### config.mk
export PLATFORM = sky130hd
export DESIGN_NAME = sha1_msg_sched
export DESIGN_NICKNAME = d
export VERILOG_FILES = /design/src/rtl/sha_pkg.sv /design/src/rtl/sha1_w_window.sv /design/src/rtl/sha1_msg_sched.sv
export SDC_FILE = /design/constraint.sdc
export NUM_CORES = 1
export LEC_CHECK = 0
export BUFFER_PORTS_ARGS = -buffer_cell sky130_fd_sc_hd__buf_4
export CAP_MARGIN = 0
export CELL_PAD_IN_SITES_DETAIL_PLACEMENT = 1
export CELL_PAD_IN_SITES_GLOBAL_PLACEMENT = 1
export CORE_MARGIN = 2
export CORE_UTILIZATION = 52
export DETAILED_ROUTE_END_ITERATION = 7
export HOLD_SLACK_MARGIN = 0.15
export PLACE_DENSITY = 0.83
export SLEW_MARGIN = 20
export SYNTH_ARGS = -nofsm -noshare
export SYNTH_HDL_FRONTEND = slang
export SYNTH_SLANG_ARGS = --single-unit
### constraint.sdc
create_clock -name clk -period 31.2 [get_ports clk]
set_input_delay 6.24 -clock clk [delete_from_list [all_inputs] [get_ports clk]]
set_output_delay 6.24 -clock clk [all_outputs]
set_load 0.05 [all_outputs]
### src/rtl/sha_pkg.sv
// Shared SHA definitions for the message-schedule slice.
//   word_t      : 32-bit schedule / message word
//   BLOCK_WORDS : message words per 512-bit block (16)
//   SCHED_WORDS : schedule words per block (80)
//   rotl1       : rotate a word left by one bit
package sha_pkg;

    typedef logic [31:0] word_t;

    localparam int unsigned BLOCK_WORDS = 16;
    localparam int unsigned SCHED_WORDS = 80;

    function automatic word_t rotl1(input word_t x);
        return {x[30:0], x[31]};
    endfunction

endpackage

### src/rtl/sha1_w_window.sv
// 16-deep sliding window of recent schedule words plus the W[t] expander.
// win[15] is the newest word (W[t-1]), win[0] the oldest (W[t-16]).
// Ports:
//   clk, reset  : clock, synchronous active-high reset
//   shift_en    : shift next_word into the window this cycle
//   load_sel    : 1 = next_word is load_word (t < 16), 0 = expanded word
//   load_word   : message word to pass through while loading
//   rotate_en   : 1 = SHA-1 rotate on expanded words, 0 = SHA-0 (no rotate)
//   next_word   : schedule word for the current slot (combinational)
module sha1_w_window
    import sha_pkg::*;
(
    input  logic  clk,
    input  logic  reset,
    input  logic  shift_en,
    input  logic  load_sel,
    input  word_t load_word,
    input  logic  rotate_en,
    output word_t next_word
);

    word_t win [BLOCK_WORDS];
    word_t mix;

    // Taps 13/8/2/0 are W[t-3], W[t-8], W[t-14], W[t-16].
    always_comb begin
        mix = win[13] ^ win[8] ^ win[2] ^ win[0];
        if (load_sel) begin
            next_word = load_word;
        end else if (rotate_en) begin
            next_word = rotl1(mix);
        end else begin
            next_word = mix;
        end
    end

    always_ff @(posedge clk) begin
        if (reset) begin
            for (int i = 0; i < BLOCK_WORDS; i++) begin
                win[i] <= '0;
            end
        end else if (shift_en) begin
            for (int i = 0; i < BLOCK_WORDS - 1; i++) begin
                win[i] <= win[i+1];
            end
            win[BLOCK_WORDS-1] <= next_word;
        end
    end

endmodule

### src/rtl/sha1_msg_sched.sv
// SHA-1 message-schedule feeder for the quad round unit.
// Accepts 16-word blocks into a shadow buffer and streams the 80-word
// schedule W[0..79] one word per clock on a free-running 80-slot cadence.
// The shadow buffer loads while the active block streams (double buffering).
// Optional build macro MSG_SHA0_EN adds the sha0 input (SHA-0 schedule, no rotate).
// Ports:
//   clk, reset     : clock, synchronous active-high reset
//   sha0           : (MSG_SHA0_EN only) SHA-0 select, sampled at each swap
//   in_word        : message word, W[0] first
//   in_valid       : in_word valid
//   in_ready       : shadow buffer can accept a word
//   Din            : schedule word to the round unit (IDLE_WORD when idle)
//   phase_advance  : high with slots t where t mod PHASE_LEN == PHASE_LEN-2
//   word_valid     : Din belongs to a real block
//   block_start    : high with W[0] of a real block
module sha1_msg_sched
    import sha_pkg::*;
#(
    parameter int unsigned PHASE_LEN = 20,
    parameter int unsigned PHASES    = 4,
    parameter word_t       IDLE_WORD = 32'h0
) (
    input  logic  clk,
    input  logic  reset,
`ifdef MSG_SHA0_EN
    input  logic  sha0,
`endif
    input  word_t in_word,
    input  logic  in_valid,
    output logic  in_ready,
    output word_t Din,
    output logic  phase_advance,
    output logic  word_valid,
    output logic  block_start
);

    localparam int unsigned SLOTS = PHASE_LEN * PHASES;
    localparam int unsigned CW    = $clog2(SLOTS);
    localparam int unsigned PW    = $clog2(PHASE_LEN);
    localparam int unsigned AW    = $clog2(BLOCK_WORDS);
    localparam int unsigned SW    = $clog2(BLOCK_WORDS + 1);

    word_t         shadow [BLOCK_WORDS];
    word_t         active [BLOCK_WORDS];
    logic [CW-1:0] cnt;
    logic [PW-1:0] pcnt;
    logic [SW-1:0] scount;
    logic          active_valid;
    logic          first_q;

    logic          slot_last;
    logic          phase_last;
    logic          shadow_full;
    logic          swap;
    logic          accept;
    logic          win_load;
    logic          rotate_en;
    word_t         win_next;

    assign slot_last   = (cnt == CW'(SLOTS - 1));
    assign phase_last  = (pcnt == PW'(PHASE_LEN - 1));
    assign shadow_full = (scount == SW'(BLOCK_WORDS));
    assign in_ready    = (scount < SW'(BLOCK_WORDS));
    assign accept      = in_valid && in_ready;
    // first_q gives the post-reset swap at cnt==0; scount is 0 then, so it
    // always marks the first slot idle.
    assign swap        = slot_last || first_q;
    assign win_load    = (cnt < CW'(BLOCK_WORDS));

`ifdef MSG_SHA0_EN
    logic sha0_q;

    always_ff @(posedge clk) begin
        if (reset) begin
            sha0_q <= 1'b0;
        end else if (swap) begin
            sha0_q <= sha0;
        end
    end

    assign rotate_en = !sha0_q;
`else
    assign rotate_en = 1'b1;
`endif

    sha1_w_window u_window (
        .clk       (clk),
        .reset     (reset),
        .shift_en  (active_valid),
        .load_sel  (win_load),
        .load_word (active[cnt[AW-1:0]]),
        .rotate_en (rotate_en),
        .next_word (win_next)
    );

    // Word storage carries no reset; scount and active_valid qualify it.
    always_ff @(posedge clk) begin
        if (accept) begin
            shadow[scount[AW-1:0]] <= in_word;
        end
        if (swap && shadow_full) begin
            active <= shadow;
        end
    end

    always_ff @(posedge clk) begin
        if (reset) begin
            cnt           <= '0;
            pcnt          <= '0;
            scount        <= '0;
            active_valid  <= 1'b0;
            first_q       <= 1'b1;
            Din           <= IDLE_WORD;
            phase_advance <= 1'b0;
            word_valid    <= 1'b0;
            block_start   <= 1'b0;
        end else begin
            first_q <= 1'b0;
            cnt     <= slot_last ? '0 : cnt + 1'b1;
            // SLOTS is a multiple of PHASE_LEN, so pcnt stays aligned with cnt.
            pcnt    <= phase_last ? '0 : pcnt + 1'b1;

            if (accept) begin
                scount <= scount + 1'b1;
            end
            // accept cannot coincide with a full-shadow swap (in_ready is low).
            if (swap) begin
                if (shadow_full) begin
                    active_valid <= 1'b1;
                    scount       <= '0;
                end else begin
                    active_valid <= 1'b0;
                end
            end

            Din           <= active_valid ? win_next : IDLE_WORD;
            word_valid    <= active_valid;
            block_start   <= active_valid && (cnt == '0);
            phase_advance <= (pcnt == PW'(PHASE_LEN - 2));
        end
    end

endmodule

==> After elaboration in Yosys (flattened, before gate mapping) <==
Memory sizes are Yosys's and may differ from the RTL's.
Index checks and enable logic that the tools add are counted.
{ "totals": {"reg_bits": 1078, "ram_bits": 512, "input_bits": 35, "output_inout_bits": 36, "elab_cells": 117, "n_memories": 1} }
{ "memory_table": {"columns": ["name", "depth", "word_bits", "rd", "rd_ports_with_merged_regs", "write_ports", "line_no", "source"], "rows": [
  ["u_window.win", 16, 32, 16, 0, 16, "sha1_w_window.sv:22", "word_t win [BLOCK_WORDS];"]
]} }
{ "classes": {"add_sub_neg": 3, "order_cmp": 5, "eq_ne": 4, "n_mux": 32, "bitwise_logic": 22, "n_reduce_logical": 9} }
{ "ops": {"columns": ["cell", "n"], "rows": [
  ["$mux 32", 20],
  ["$bwmux 512", 1],
  ["$bmux 32 s4", 1],
  ["$demux 32 s4", 1],
  ["$xor 32x32->32", 3],
  ["$or 1x1->1", 16],
  ["$eq 5x5->1 const B", 3],
  ["$mux 5", 3],
  ["$add 5x1->5 const B", 2],
  ["$ge 5x5->1 const B", 2],
  ["$not 4->5", 2],
  ["$add 7x1->7 const B", 1],
  ["$eq 7x7->1 const B", 1],
  ["$logic_not 7->1", 1],
  ["$lt 7x5->1 const B", 1],
  ["$mux 1", 6],
  ["$reduce_or 2->1", 3],
  ["$lt 5x1->1 const B", 1],
  ["$lt 5x5->1 const B", 1],
  ["$logic_and 1x1->1", 4],
  ["$logic_or 1x1->1", 1],
  ["$not 1->1", 1]
]} }

==> Depth between registers and ports, before layout <==
Gate-level depths: netlist (run 1).
{ "depth": {"ltp_word": 6, "ltp_mapped": 8, "ltp_nobuf": 5} }

==> By module <==
Synthesis (run 1) repeated with hierarchy kept, for this count alone.
{ "unflattened": {"cells_unflattened": 2933, "hier_area_um2": 57396.3} }
{ "by_module_without_submodules": {"columns": ["mod", "instances", "cells_per_inst", "area_each_um2", "seq_area_each_um2"], "rows": [
  ["sha1_msg_sched", 1, 1633, 36817.8, 31830.5],
  ["sha1_w_window", 1, 1300, 20578.5, 15374.7]
]} }

==> Least setup slack after synthesis (run 1) <==
No wires, ideal clock.
{ "synth_path": {"path_kind": "reg-to-reg", "startpoint": "register cnt[4]", "endpoint": "register active[0] in the netlist's numbering (enable)", "setup_time_ns": 1.399, "arrival_ns": 22.078, "required_ns": 29.801, "slack_ns": 7.723, "stages_incl_launch_ff": 5, "path_buffers": 1, "period_less_slack_ns": 23.477, "cell_sequence": "dfxtp_1 -> clkbuf_1 -> nor3b_1 -> a21oi_1 -> nor2_1"} }
{ "synth_between": {"elab_chain_cells": 3} }
{ "synth_lines": {"columns": ["item", "line_no", "source"], "rows": [
  ["start, declared", "sha1_msg_sched.sv:45", "logic [CW-1:0] cnt;"],
  ["start signal, assigned", "sha1_msg_sched.sv:119", "cnt <= slot_last ? '0 : cnt + 1'b1;"],
  ["$eq 7x7->1", "sha1_msg_sched.sv:60", "assign slot_last = (cnt == CW'(SLOTS - 1));"],
  ["$logic_or 1x1->1", "sha1_msg_sched.sv:67", "assign swap = slot_last || first_q;"],
  ["$logic_and 1x1->1", "sha1_msg_sched.sv:101", "if (swap && shadow_full) begin"],
  ["end signal, assigned", "sha1_msg_sched.sv:102", "active <= shadow;"],
  ["end, declared", "sha1_msg_sched.sv:44", "word_t active [BLOCK_WORDS];"]
]} }
No other way between the ends.
A chain may end at the register's enable or synchronous reset.

==> out/metrics.csv, run 1 <==
stage,metric,value,unit
status,status,"finished, final reports clean",
cells_and_area,nets@finish,3038,
critical_path,Reg2Reg Depth,8,
floorplan,die area,112300,sq um
clock_network,TritonCTS Buffers,151,
critical_path,critical-path cell list,buf_6 -> inv_8 -> nand2_4 -> buf_4 -> buf_4,
cells_and_area,Layout fillers,9018,
critical_path,critical path class,in2reg,
critical_path,Buf/Inv on CP,4,
yosys,syn_nets,2936,
global_route,GRT Overall Usage,26.03,%
cells_and_area,area of the multi-input gates,9179,sq um
sta,hold_ws,0.4156,ns
critical_path,Levels on crit path,5,
critical_path,"CP delay by family, top",buffers and inverters,
yosys,syn avg cell area,19.71,sq um
clock_network,clk_lat worst skew,0.77,ns
critical_path,Worst setup SP type,primary input,
critical_path,worst-path maximum fanout,89,
floorplan,starting density of the core,52.39,%
power,"Power, Total",4.530,mW
floorplan,core footprint,108900,sq um
global_route,antenna violations before repair,8,
yosys,Yosys top cell by area,edfxtp_1,
global_route,global-route wire length before repair,210700,um
cells_and_area,synthesis-to-layout area growth,12.81,%
yosys,Ys Warns,0,
sta,fin. max-slew vios,0,
clock_network,root buf cell,clkbuf_16,
clock_network,CTS tree,built,
yosys,"Seq/Total Area, Yosys",82.78,%
yosys,Mapped Cells,2893,
sta,post-route clock period utilization,29.38,%
yosys,number of enable flip-flop cells after synthesis,1536,
power,maximum vdd ir drop,0.06241,mV
routing,DR WL/cell,34.92,um
place,DP Wirelength,72130,um
floorplan,FP Rows,121,
cells_and_area,"non-filler cells, final",4539,
min_path,hold-critical path depth,0,
sta,slew margin rel.,17.83,%
yosys,Compound-Gate Fraction of Synth Area,2.657,%
min_path,HP Class,reg2reg,
floorplan,die width,335.2,um
routing,vias per cell,6.431,
critical_path,Worst EP required,31.57,ns
sta,Worst-Margin Slew,1.221,ns
routing,DR vias,29190,
routing,number of remaining DRC errors,0,
sta,Tmin final,9.167,ns
global_route,vias in the first global route,29910,
sta,Hold Fails Final Rpt,0,
cells_and_area,share of layout cells above drive strength 1,15.41,%
cells_and_area,post-layout util,59.10,%
sta,Max Clock Skew,0.03859,ns
place,PortBufs,70,
sta,final setup TNS,0,ns
yosys,Synth top area share,80.88,%
routing,final WL,158500,um
clock_network,"CTS clk-pin slew, worst paths",0.07,ns
yosys,"Async S/R FF share, synth",0,%
clock_network,clk sinks,1590,
place,dpl cells,4253,
yosys,largest family of logic cells by synthesized area,simple AND/OR/NAND/NOR gates,
yosys,cell area after synthesis,57030,sq um
yosys,Seq cells post-synth,1590,
global_route,GRT Residual Overflow,0,
critical_path,Critical Path Sink Type,flop,
clock_network,Resize count post-CTS,0,
clock_network,clk buf depth,3,
clock_network,setup repair bufs after CTS,0,
critical_path,Worst path max stage delay,0.97,ns
yosys,mux share of post-synthesis cell area,4.849,%
yosys,Most used DFF post-synth,edfxtp_1,
clock_network,H-tree lvl count,4,
power,leakage,22.25,nW
power,power per cell area,70.41,nW/um^2
routing,ANT nets after route,0,
sta,# setup viols final,0,
sta,unrepaired setup endpoints after global routing,no,
critical_path,slowest CP cell,buf_4,
global_route,largest net degree at the start of global routing,213,
yosys,post-synth cell types,42,
critical_path,cell mode on critical path,buf_4,
routing,drt pass-1 iters,6,
flow_run,max cap viols,0,
place,Placer Congestion,0.7400,
yosys,Synth area leaders,"edfxtp_1 81%, and3_1 3.8%, mux4_2 2.5%",
floorplan,Die Ht,335.2,um
clock_network,cts hold-fix bufs,0,
routing,Iteration-0 DRC Markers,4328,
floorplan,I/O pins,71,
yosys,post-synthesis adder-cell area fraction,0.1755,%
sta,fmax,109.1,MHz
critical_path,crit path DAT,9.54,ns
cells_and_area,register area,47220,sq um
yosys,xor and xnor area share after synthesis,1.613,%
yosys,Post-Synth Simple-Gate Area,6.490,%
-- layer usage --
layer  GRT usage [%]  part of all wire, %  vias up
met5               0                0.030        -
li1                -                    -    11590
met1           32.64                   36    15120
met2           44.51                   51     2039
met3           4.909                  8.9      433
met4           11.26                  4.0        8
-- cell usage in the layout, fill, tap and decap left out, types with 4 or more instances in the layout --
master and count:
nand2_1 14, clkbuf_16 153, mux2i_1 121, clkbuf_8 13, and3_1 343, nand2b_1 4
ha_1 8, clkinvlp_4 8, nor2b_1 162, buf_6 7, o21ai_0 46, nor2_2 4
edfxtp_1 1536, mux4_2 64, a31oi_1 21, buf_12 4, clkbuf_1 28, inv_1 11
xnor2_1 70, dfxtp_1 50, mux2_2 10, a221oi_2 18, nor3_1 4, clkinv_1 18
a22oi_1 43, nor3_2 5, nor2_1 27, xor2_1 35, a32oi_1 42, o22ai_1 9
inv_16 4, nor2_4 13, bufinv_16 17, a21oi_1 11, clkinv_2 29, clkinv_8 5
nor4_1 19, buf_4 106
-- area by class of cell --
type                            count  area share [%]
Antenna cell                        3         0.01167
Clock buffer                      194           6.393
Clock inverter                     86           1.570
Inverter                           12         0.08169
Multi-Input combinational cell   1122           14.27
Sequential cell                  1590           73.40
Tap cell                         1414           2.750
Timing Repair Buffer              118           1.527
-- flip-flops by register name (all words and copies together), names as in the netlist, 5 cells and up --
register and cells:
scount 5, active 512, cnt 7, u_window.win 512, Din 32, shadow 512
pcnt 5
-- final timing paths --
| kind | from | end | slack, ns |
|---|---|---|---|
| max | reset | u_window.win[7][0] | 22.03 |
| min | shadow[150] | active[150] | 0.42 |
| max reg2reg | cnt[0] | active[153] | 25.68 |
| min reg2reg | shadow[150] | active[150] | 0.42 |
-- logic make-up after synthesis --
logic type / after synthesis
AO/OA/AOI/OAI: 199
XOR/XNOR: 105
adder cells (fa/ha/maj): 8
buffers and inverters: 181
flip-flops: 1590
multiplexers: 195
AND/OR/NAND/NOR: 615
-- cells in the mapped netlist (11+ instances only) --
| cell type | count |
|---|---|
| o21ai_0 | 46 |
| buf_2 | 29 |
| edfxtp_1 | 1536 |
| nor2_1 | 44 |
| a22oi_1 | 43 |
| and3_1 | 343 |
| xnor2_1 | 70 |
| a21oi_1 | 11 |
| clkbuf_1 | 117 |
| dfxtp_1 | 54 |
| mux4_2 | 64 |
| inv_1 | 12 |
| a32oi_1 | 42 |
| nor2b_1 | 165 |
| a31oi_1 | 21 |
| mux2i_1 | 121 |
| nand2_1 | 15 |
| nor4_1 | 20 |
| a221oi_2 | 18 |
| xor2_1 | 35 |
-- power by group --
part           internal (mW)  total [mW]  switching, mW
clock                   1.09        1.97          0.885
combinational         0.0492       0.164          0.115
sequential              2.37        2.39         0.0238
-- through the flow --
stage	setup WS [ns]	instance area [sq um]
6_report	22.03	64330
2_1_floorplan	7.723	57030
4_1_cts	21.90	64230
5_1_grt	21.84	64330
3_3_place_gp	21.35	59110
3_5_place_dp	21.11	59110
No activity file was read; power rests on OpenSTA's default activity.
==> run 2: changes to the inputs <==
--- a/config.mk
+++ b/config.mk
@@ -10,7 +10,7 @@
 export CELL_PAD_IN_SITES_DETAIL_PLACEMENT = 1
 export CELL_PAD_IN_SITES_GLOBAL_PLACEMENT = 1
 export CORE_MARGIN = 2
-export CORE_UTILIZATION = 52
+export CORE_UTILIZATION = 50
 export DETAILED_ROUTE_END_ITERATION = 7
 export HOLD_SLACK_MARGIN = 0.15
 export PLACE_DENSITY = 0.83
==> constraint.sdc (replaced) <==
create_clock -name clk -period 7.4 [get_ports clk]
set_input_delay 1.48 -clock clk [delete_from_list [all_inputs] [get_ports clk]]
set_output_delay 1.48 -clock clk [all_outputs]
set_load 0.05 [all_outputs]
==> run 2 against run 1 <==
Sequential power grew to 4.2 times the previous value. Sequential share of layout area is 0.12 points higher. Power grew to 4.1 times the previous value. Register-to-register slack worse by 22 ns. Clock power grew to 3.9 times the previous value. Flip-flop and latch count stayed put.
==> out/metrics.csv, run 2 (same netlist as run 1, synthesis figures left out) <==
stage,metric,value,unit
min_path,HP Class,reg2reg,
floorplan,I/O pins,71,
sta,unrepaired setup endpoints after global routing,no,
clock_network,Resize count post-CTS,0,
place,Placed Area,59360,sq um
sta,Worst-Margin Slew,1.044,ns
place,DP Wirelength,73030,um
clock_network,H-tree lvl count,4,
global_route,GRT Residual Overflow,0,
floorplan,core footprint,112800,sq um
floorplan,die width,341.7,um
sta,# setup viols final,0,
power,"Power, Total",18.50,mW
floorplan,starting density of the core,50.55,%
routing,vias per cell,6.043,
floorplan,die area,116800,sq um
critical_path,Reg2Reg Depth,6,
clock_network,"CTS clk-pin slew, worst paths",0.07,ns
cells_and_area,synthesis-to-layout area growth,12.62,%
critical_path,Critical Path Sink Type,flop,
place,PortBufs,70,
cells_and_area,nets@finish,3033,
routing,DR WL/cell,29.88,um
power,leakage,22.11,nW
critical_path,reg2reg end,u_window.win[15][25],
routing,number of remaining DRC errors,0,
clock_network,root buf cell,clkbuf_16,
cells_and_area,"most common cell after layout, fill and taps aside",edfxtp_1,
status,status,"finished, final reports clean",
sta,fin. max-slew vios,0,
critical_path,critical path class,reg2reg,
routing,final WL,137900,um
clock_network,clk sinks,1590,
place,dpl cells,4342,
critical_path,worst-path maximum fanout,51,
clock_network,clk_lat worst skew,0.77,ns
global_route,antenna violations before repair,7,
power,power per cell area,288.0,nW/um^2
floorplan,Die Ht,341.7,um
global_route,largest net degree at the start of global routing,164,
floorplan,FP Rows,123,
sta,post-route clock period utilization,52.15,%
cells_and_area,most frequent cells in the layout,"1536 x edfxtp_1, 342 x and3_1, 163 x nor2b_1",
min_path,hold-critical path depth,0,
min_path,"Endpoint, Worst Hold",active[122],
cells_and_area,share of layout cells above drive strength 1,14.94,%
clock_network,TritonCTS Buffers,146,
clock_network,cts hold-fix bufs,0,
clock_network,CTS tree,built,
sta,hold_ws,0.4108,ns
power,maximum vdd ir drop,0.2529,mV
sta,Tmin final,3.859,ns
global_route,GRT Overall Usage,23.74,%
global_route,global-route wire length before repair,202000,um
critical_path,Worst setup SP type,flop,
clock_network,setup repair bufs after CTS,0,
sta,Hold Fails Final Rpt,0,
min_path,Hold Crit Start,shadow[122],
clock_network,clk buf depth,3,
critical_path,Worst EP required,7.81,ns
cells_and_area,Post-Layout Inst Area,64230,sq um
critical_path,crit path DAT,4.27,ns
routing,ANT nets after route,0,
critical_path,worst r2r src,cnt[1],
global_route,vias in the first global route,29500,
sta,fmax,259.1,MHz
cells_and_area,"non-filler cells, final",4616,
routing,DR vias,27890,
routing,Iteration-0 DRC Markers,3622,
sta,slew margin rel.,30.43,%
critical_path,Worst R2R Setup Slack,3.54,ns
flow_run,max cap viols,0,
sta,Max Clock Skew,0.03032,ns
place,Placer Congestion,0.7840,
routing,drt pass-1 iters,6,
## run 2: changes by cell type in the layout (fill, tap and decap cells not counted), moves of 5 or more
cell      delta
buf_6        -5
buf_12       +5
clkinv_2     -5
clkbuf_1     +7
## run 2: metrics by stage
stage	utilization [%]	setup slack, ns	TNS [ns]
after floorplan	-	-1.379	-706.03
after global placement	52.54	3.371	0
after detailed placement	52.62	3.201	0
after CTS	56.92	3.595	0
after global routing	56.93	3.547	0
final	56.93	3.541	0
## run 2: worst max-delay path, stage by stage, from the launching register on
cell and delay [ns]:
dfxtp_4 0.69, buf_4 0.54, buf_4 0.76, mux4_2 0.44, and3_1 0.20, a31oi_1 0.46
o21ai_0 0.29
## run 2: routing by layer
metal | part of all wire, % | GRT usage [%]
met5 | 0.019 | 0
met1 | 39 | 31.26
met3 | 7.4 | 4.256
met2 | 50 | 39.68
met4 | 3.4 | 8.985
## run 2: worst max-delay path by stage
stage	startpoint	to	slack (ns)
detailed placement	reset	u_window.win[2][2]	3.20
CTS	cnt[1]	u_window.win[15][25]	3.59
global route	cnt[1]	u_window.win[15][25]	3.55
global placement	reset	u_window.win[3][0]	3.37
finish	cnt[1]	u_window.win[15][25]	3.54
floorplan	cnt[4]	active[0]	-1.38
## run 2: layout make-up
cell class	count	area, sq um
Clock inverter	74	800.8
Multi-Input combinational cell	1122	9213
Antenna cell	4	10.01
Sequential cell	1590	47220
Timing Repair Buffer	118	1006
Clock buffer	196	4048
Tap cell	1500	1877
Inverter	12	52.55
Fill cell	9610	48580
## run 2: power by group
group	internal (mW)	total [mW]	switching [mW]	leakage, nW
sequential	10.0	10.1	0.0829	14.9
combinational	0.208	0.673	0.465	4.82
clock	4.36	7.74	3.38	2.36
